[src/rtl/regfile_mp_if.sv]
// regfile_mp_if: bus bundle for the multi-port register file.
// master = issue/writeback side driving addresses and data; slave = register file.
interface regfile_mp_if #(
  parameter int DW  = 32,
  parameter int AW  = 5,
  parameter int NRD = 2
);
  logic [NRD*AW-1:0] Ra;
  logic [NRD*DW-1:0] busR;
  logic [NRD-1:0]    BusyR;
  logic [AW-1:0]     Rw0;
  logic              RegWr0;
  logic [DW-1:0]     busW0;
  logic [AW-1:0]     Rw1;
  logic              RegWr1;
  logic [DW-1:0]     busW1;
  logic              SetBusy;
  logic [AW-1:0]     Rd;

  modport master (
    output Ra, Rw0, RegWr0, busW0, Rw1, RegWr1, busW1, SetBusy, Rd,
    input  busR, BusyR
  );

  modport slave (
    input  Ra, Rw0, RegWr0, busW0, Rw1, RegWr1, busW1, SetBusy, Rd,
    output busR, BusyR
  );
endinterface

[src/rtl/regfile_mp.sv]
// regfile_mp: parametrised multi-port register file with two write ports,
// synchronous reset and a per-register busy scoreboard. Register 0 reads as zero.
// Optional macro REGFILE_BYPASS_EN enables same-cycle write-to-read forwarding;
// when undefined, reads return only the stored value.
module regfile_mp #(
  parameter int DW  = 32,
  parameter int AW  = 5,
  parameter int NRD = 2
) (
  input logic         WrClk,
  input logic         Rst,
  regfile_mp_if.slave bus
);
  localparam int DEPTH = 2 ** AW;

  logic [DW-1:0] regs_reg [DEPTH];
  logic [DEPTH-1:0] busy_reg;

  // Port-level write qualifiers: writes to register 0 are discarded.
  logic wr0_en, wr1_en, set_en;
  assign wr0_en = bus.RegWr0 && (bus.Rw0 != '0);
  assign wr1_en = bus.RegWr1 && (bus.Rw1 != '0);
  assign set_en = bus.SetBusy && (bus.Rd != '0);

  // Register storage: port 1 is written last so it overrides port 0 on a conflict.
  always_ff @(posedge WrClk) begin
    if (Rst) begin
      for (int i = 0; i < DEPTH; i++) regs_reg[i] <= '0;
    end else begin
      if (wr0_en) regs_reg[bus.Rw0] <= bus.busW0;
      if (wr1_en) regs_reg[bus.Rw1] <= bus.busW1;
    end
  end

  // Busy scoreboard: writeback clears, issue sets; set is applied last so it wins.
  always_ff @(posedge WrClk) begin
    if (Rst) begin
      busy_reg <= '0;
    end else begin
      if (wr0_en) busy_reg[bus.Rw0] <= 1'b0;
      if (wr1_en) busy_reg[bus.Rw1] <= 1'b0;
      if (set_en) busy_reg[bus.Rd]  <= 1'b1;
    end
  end

  for (genvar gi = 0; gi < NRD; gi++) begin : g_rd
    logic [AW-1:0] rd_addr;
    logic [DW-1:0] rd_data;
    logic          rd_busy;

    assign rd_addr = bus.Ra[gi*AW +: AW];

    // Combinational read with register 0 forced to zero and optional forwarding.
    always_comb begin
      rd_data = regs_reg[rd_addr];
      rd_busy = busy_reg[rd_addr];
      if (rd_addr == '0) begin
        rd_data = '0;
        rd_busy = 1'b0;
      end
`ifdef REGFILE_BYPASS_EN
      else if (!Rst) begin
        if (wr1_en && (bus.Rw1 == rd_addr)) begin
          rd_data = bus.busW1;
          rd_busy = set_en && (bus.Rd == rd_addr);
        end else if (wr0_en && (bus.Rw0 == rd_addr)) begin
          rd_data = bus.busW0;
          rd_busy = set_en && (bus.Rd == rd_addr);
        end
      end
`endif
    end

    assign bus.busR[gi*DW +: DW] = rd_data;
    assign bus.BusyR[gi]         = rd_busy;
  end
endmodule

[src/flat_wrapper.sv]
// flat-port wrapper written by rule: the top's interface ports become plain ports
module regfile_mp_flat 
#(
  parameter int DW  = 32,
  parameter int AW  = 5,
  parameter int NRD = 2
)
  (WrClk, Rst, bus_Ra, bus_Rw0, bus_RegWr0, bus_busW0, bus_Rw1, bus_RegWr1, bus_busW1, bus_SetBusy, bus_Rd, bus_busR, bus_BusyR);
  regfile_mp_if #(.DW(DW), .AW(AW), .NRD(NRD)) bus_i ();
  input logic WrClk;
  input logic Rst;
  input wire logic [$bits(bus_i.Ra)-1:0] bus_Ra;
  input wire logic [$bits(bus_i.Rw0)-1:0] bus_Rw0;
  input wire logic [$bits(bus_i.RegWr0)-1:0] bus_RegWr0;
  input wire logic [$bits(bus_i.busW0)-1:0] bus_busW0;
  input wire logic [$bits(bus_i.Rw1)-1:0] bus_Rw1;
  input wire logic [$bits(bus_i.RegWr1)-1:0] bus_RegWr1;
  input wire logic [$bits(bus_i.busW1)-1:0] bus_busW1;
  input wire logic [$bits(bus_i.SetBusy)-1:0] bus_SetBusy;
  input wire logic [$bits(bus_i.Rd)-1:0] bus_Rd;
  output wire logic [$bits(bus_i.busR)-1:0] bus_busR;
  output wire logic [$bits(bus_i.BusyR)-1:0] bus_BusyR;
  assign bus_i.Ra = bus_Ra;
  assign bus_i.Rw0 = bus_Rw0;
  assign bus_i.RegWr0 = bus_RegWr0;
  assign bus_i.busW0 = bus_busW0;
  assign bus_i.Rw1 = bus_Rw1;
  assign bus_i.RegWr1 = bus_RegWr1;
  assign bus_i.busW1 = bus_busW1;
  assign bus_i.SetBusy = bus_SetBusy;
  assign bus_i.Rd = bus_Rd;
  assign bus_busR = bus_i.busR;
  assign bus_BusyR = bus_i.BusyR;
  regfile_mp #(.DW(DW), .AW(AW), .NRD(NRD)) u_core (.WrClk(WrClk), .Rst(Rst), .bus(bus_i));
endmodule
[config.mk]
export PLATFORM = sky130hd
export DESIGN_NAME = regfile_mp_flat
export DESIGN_NICKNAME = d
export VERILOG_FILES = /design/src/rtl/regfile_mp_if.sv /design/src/rtl/regfile_mp.sv /design/src/flat_wrapper.sv
export SDC_FILE = /design/constraint.sdc
export NUM_CORES = 2
export LEC_CHECK = 0
export ABC_AREA = 0
export CORE_AREA = 2 2 350 352
export CTS_CLUSTER_SIZE = 16
export DETAILED_ROUTE_END_ITERATION = 10
export DIE_AREA = 0 0 352 354
export PLACE_DENSITY_LB_ADDON = 0.25
export SLEW_MARGIN = 20
export SYNTH_ARGS = -nofsm -noshare
export SYNTH_HDL_FRONTEND = slang
export SYNTH_SLANG_ARGS = --single-unit
[constraint.sdc]
create_clock -name WrClk -period 3.9 [get_ports WrClk]
set_input_delay 0.975 -clock WrClk [delete_from_list [all_inputs] [get_ports WrClk]]
set_output_delay 0.975 -clock WrClk [all_outputs]
set_load 0.02 [all_outputs]
* After elaboration in Yosys (flattened, before gate mapping)
Memory sizes are Yosys's and may differ from the RTL's.
Cells that the tools add are included.
** Word-level totals
- Latch bits :: 0
- Word-level logic and storage cells :: 61
- Memories :: 1
- Bits in read-only memories :: 0
- RAM bits :: 1024
- Flip-flop bits (word level) :: 32
- Output and inout bits :: 66
** Operators by class
- Bitwise gates (word level) :: 5
- Shift operators :: 0
- Order comparisons :: 8
- Multipliers :: 0
- $add $sub $neg :: 0
- Eq/ne operators :: 0
- Reduce and logical (&&, ||, !) cells :: 13
- Mux-type cells :: 33
- Div/mod/pow operators :: 0
** Memory list
- u_core.regs_reg :: words 32, bits a word 32, rd ports 2, clocked after memory_dff 0, wr ports 32, line regfile_mp.sv:16 : logic [DW-1:0] regs_reg [DEPTH];
** Operators with widths (count)
- $mux 32 :: 9
- $and 32x32->32 :: 2
- $not 32->32 :: 2
- $reduce_or 32->1 :: 2
- $or 32x32->32 :: 1
- $lt 5x6->1 const B :: 5
- $mux 1 :: 17
- $demux 1 s5 :: 3
- $ge 5x1->1 const B :: 3
- $reduce_bool 5->1 :: 3
- $bmux 1 s5 :: 2
- $logic_not 5->1 :: 2
- $mux 5 :: 2
- $logic_and 1x1->1 :: 6

* Logic depth before layout (Yosys ltp)
- Depth after elaboration :: 13
- Depth in mapped cells :: 8

* Worst setup path after synthesis
Ideal clock, no wire load.
- Path type :: input port to flip-flop
- Start :: in bus_Rw1[4]
- End :: mem u_core.regs_reg[18][0] (enable)
- Stages on the path :: 4
- Data required time :: 3463 ps
- Arrival time :: 3424 ps
- Buffers on the path :: 2
- Setup slack :: 39 ps
- Path through :: buf_2 -> or3b_2 -> buf_2 -> o221ai_1
** RTL lines
- start, declared :: line flat_wrapper.sv:16 : input wire logic [$bits(bus_i.Rw1)-1:0] bus_Rw1;
- end, declared :: line regfile_mp.sv:16

* Worst setup path in the final report
- Start :: in bus_Ra[1]
- End :: out bus_busR[11]
** On the way
- Longest elaborated chain between the ends :: 2
- Elaborated cells on any way between the ends :: 3
- Those cells by class :: mux (1); reduce/logical (1); memory (1)
** RTL lines
- start, declared :: line flat_wrapper.sv:12 : input wire logic [$bits(bus_i.Ra)-1:0] bus_Ra;
- $mem_v2 32x32 / $logic_not 5->1 (equally long branches)
- $mux 32 * :: line regfile_mp.sv:57 : if (rd_addr == '0) begin
- end, declared :: line flat_wrapper.sv:21 : output wire logic [$bits(bus_i.busR)-1:0] bus_busR;
Every way passes the cells marked *; elsewhere a longest branch is shown, timed or not.

==> impl_results.md <==
- Max reg flops: around 1000
- Worst Tran Pin Value: roughly 1.2 ns
- Drt wl/cell: 39.52 um
- First-pass GRT wire length: roughly 350000 um
- Total clock sinks: approximately 1100
- Die X: 352 um
- Top cell by count, worst path: buf_4
- # DRC: 0
- CP cell instances: buf_16 -> buf_12 -> buf_4 -> buf_12 -> mux4_2 -> mux2_4 -> o21ai_2 -> a311oi_2 -> buf_4 -> buf_4
- Final hold vios: 0
- Count of final setup violators: 32
- Starting Density: 49.64%
- Peak supply drop: 0.3641 mV
- Clk_lat worst skew: around 0.72 ns
- GRT Max-Usage Layer: met2
- NumNets Final: 4627
- WP data arrival: 3.06 ns
- Power density cells: between 400 and 500 nW/um^2
- YS warnings: 0
- Root Buffer: clkbuf_16
- Largest net degree at the start of global routing: slightly above 40
- Worst setup path class: input pin to output port
- Worst Reg2Reg Path Length in Cells: 2
- Clock Power Share: between 30% and 40%
- Slowest CP cell: mux4_2
- Area contributors post-synth: edfxtp_1 51%, mux4_2 17%, a22o_1 14%
- Period utilisation layout: 103.4%
- Area after DPL: 68200 um^2
- CTS Buf Count: between 100 and 150
- Leakage power: 26.12 nW
- Layout cells sized above 1: between 30% and 40%
- RSZ-0062 raised after global routing: true
- Worst path buffer plus inverter count: 6
- Met1 GRT Util: between 40 and 50%
- Die ar.: around 120000 um^2
- Sw Ratio: between 20 and 30%
- Worst Path Required: roughly 2.9 ns
- Post-route non-filler standard cell count: 6259
- R2R Setup Slk: around 3.2 ns
- Post-CTS Hold Buffers: 0
- Gp weighted congestion: between 1 and 1.5
- Fill cell count: around 9000
- Met3 Usage GRT: a little under an eighth
- Die Ht: around 350 um
- Startpoint types: input pin
- Status: complete, but fails checks
- Synth Instances: roughly 4100
- Initial DRC count: around 8300
- Slew margin rel.: roughly a fifth
- Row count: around 130
- Asr flop ratio synth: 0%
- Worst-path fanout max: 12
- WHS Path Cells: 2
- P_int: around 22 mW
- TritonRoute pass-1 iters: 6
- Period minus WS final: around 4.0 ns
- Max-cap viol count: 0
- Number of global-route vias before repair: between 40000 and 50000
- Logic pwr share: 17.5%
- Hpwl dp: 155500 um
- Top delay family on crit path: buffers and inverters
- Via Count: around 48000
- Met2 Use GR: between 50 and 60%
- Post-synthesis register bit count: 1056
- Fmax: between 0.2 and 0.25 GHz
- Critical R2R Launch: u_core.busy_reg[17]
- Hold Crit Class: flop to flop
- Net Switching: 8.147 mW
- Flop pwr share: between 40% and 50%
- Antenna viol nets, final: 0
- Slew Viols, Final: 0
- Violated checks: negative setup slack
- # H-tree levels: 3
- Total Wirelength: approximately 250000 um
- Primary FF master, synth: edfxtp_1
- Biggest area consumer among synthesized cells: edfxtp_1
- Synth-to-Final Area Change: 25.41%
- Initial antenna violation count: 5
- Sequential area share after synthesis: 52.29%
- Number of flops mapped to enable cells by yosys: approximately 1000
- Port Buffers: roughly 160
- Yosys top cell area share: 51.23%
- Placed cells: approximately 6000
- Design area: between 70000 and 80000 um^2
- Worst path max stage delay: around 0.50 ns
- Synth cell types: between 40 and 50
- Critical Path End Type: output port
- Io pins: 160
- Final worst slack: -0.1313 ns
- Min-delay src: u_core.busy_reg[15]
- Core area: 120900 um^2
- Tot GR Track Use: between 30 and 40%
- Gr ovfl total: 0
- CTS max path bufs: 3
- Mapped cell area: ~60000 um^2
- Hold endpoint: u_core.busy_reg[15]
- Via density: around 7.7
- Max Clock Skew: 0 ns
- Clock transition at path regs: 0.06 ns
- CTS tree: built
- Syn Area/Cell: between 10 and 15 um^2
- Reg2reg end: u_core.busy_reg[17]
placed cells by master (no fill, tap or decap), types with 36 or more instances in the layout:
cell type,n
a22o_1,992
a22oi_1,42
buf_12,168
buf_4,522
buf_6,55
clkbuf_16,120
clkdlybuf4s50_1,81
edfxtp_1,1024
inv_1,36
mux2_2,38
mux2i_1,132
mux4_2,462
nand2_1,55
nor2b_1,61
o21ai_0,67
layer usage:
| layer | vias to the layer above | share of wire, % |
|---|---|---|
| met3 | 976 | 15 |
| li1 | 18316 | - |
| met5 | - | 0.020 |
| met1 | 24233 | 33 |
| met2 | 4602 | 44 |
| met4 | 8 | 7.6 |
area by class of cell:
| class | instances | area, um^2 | area share, % |
|---|---|---|---|
| Sequential cell | 1056 | 31390 | 41.70 |
| Antenna cell | 1 | 2.502 | 0.003324 |
| Timing Repair Buffer | 894 | 9668 | 12.84 |
| Clock buffer | 153 | 3177 | 4.220 |
| Inverter | 39 | 148.9 | 0.1978 |
| Clock inverter | 64 | 694.4 | 0.9224 |
| Multi-Input combinational cell | 2427 | 28170 | 37.42 |
| Tap cell | 1625 | 2033 | 2.701 |
cell usage after synthesis, drive strengths merged (2+ instances only):
cell,instances
nand2,55
mux2i,132
nor2,63
or2,4
o221ai,24
a221oi,50
nor4,3
nand4bb,4
o2111ai,16
clkbuf,439
nand4,2
nand2b,9
or3,7
nand3b,10
nand3,8
a22o,992
inv,39
nor2b,72
mux4,462
o22ai,16
or3b,3
buf,180
and2,2
nor3b,4
mux2,66
a22oi,66
o21ai,131
a311oi,66
nor3,43
and3,3
or4,2
a211o,4
nand4b,5
edfxtp,1024
a211oi,66
dfxtp,32
power groups by stage:
stage / logic, mW / clock network [mW] / registers (mW)
global placement: 4.57 / 0 / 13.7
floorplan: 2.42 / 0 / 13.6
global route: 5.34 / 11.8 / 13.6
CTS: 4.92 / 11.4 / 13.5
detailed placement: 4.60 / 0 / 13.7
finish: 5.28 / 11.4 / 13.5
worst max-delay path by stage:
stage,startpoint,end,slack [ns],depth (start not counted)
2_1_floorplan,bus_Rw1[4],u_core.regs_reg[18][0],0.04,4
3_3_place_gp,bus_Ra[2],bus_busR[5],-0.80,8
3_5_place_dp,bus_Ra[2],bus_busR[5],-0.76,8
4_1_cts,bus_Ra[1],bus_busR[8],-0.16,11
5_1_grt,bus_Ra[1],bus_busR[8],-0.14,11
6_report,bus_Ra[1],bus_busR[11],-0.13,10
per-stage QoR:
step	TNS [ns]	hold slack (ns)	power, mW	setup slack [ns]	utilization [%]
floorplan	0	0.4509	16.02	0.03895	-
global placement	-27.90	0.4640	18.25	-0.8049	56.37
finish	-1.216	0.4842	30.23	-0.1313	62.26
detailed placement	-27.81	0.4741	18.34	-0.7608	56.40
global route	-1.020	0.5034	30.77	-0.1384	62.26
CTS	-1.186	0.4852	29.79	-0.1596	61.26
cell families after synthesis:
family	after synthesis	share of synthesized area, %
AO/OA/AOI/OAI	1432	19.73
flip-flops	1056	52.29
multiplexers	660	20.77
buffers and inverters	658	4.523
AND/OR/NAND/NOR	300	2.670
other	1	0.006247
worst min-delay path: stages, from the launching register on:
cell     delay, ns
dfxtp_1       0.32
inv_1         0.05
o22ai_1       0.07
repair_timing:
action | 4_1_cts | 5_1_grt
cloned | 9 | 3
buffers inserted | 68 | 47
setup endpoints to repair | 66 | 61
pin swaps | 38 | 44
resized for setup | 457 | 180
Note: power is estimated with default switching activity, not from simulation.
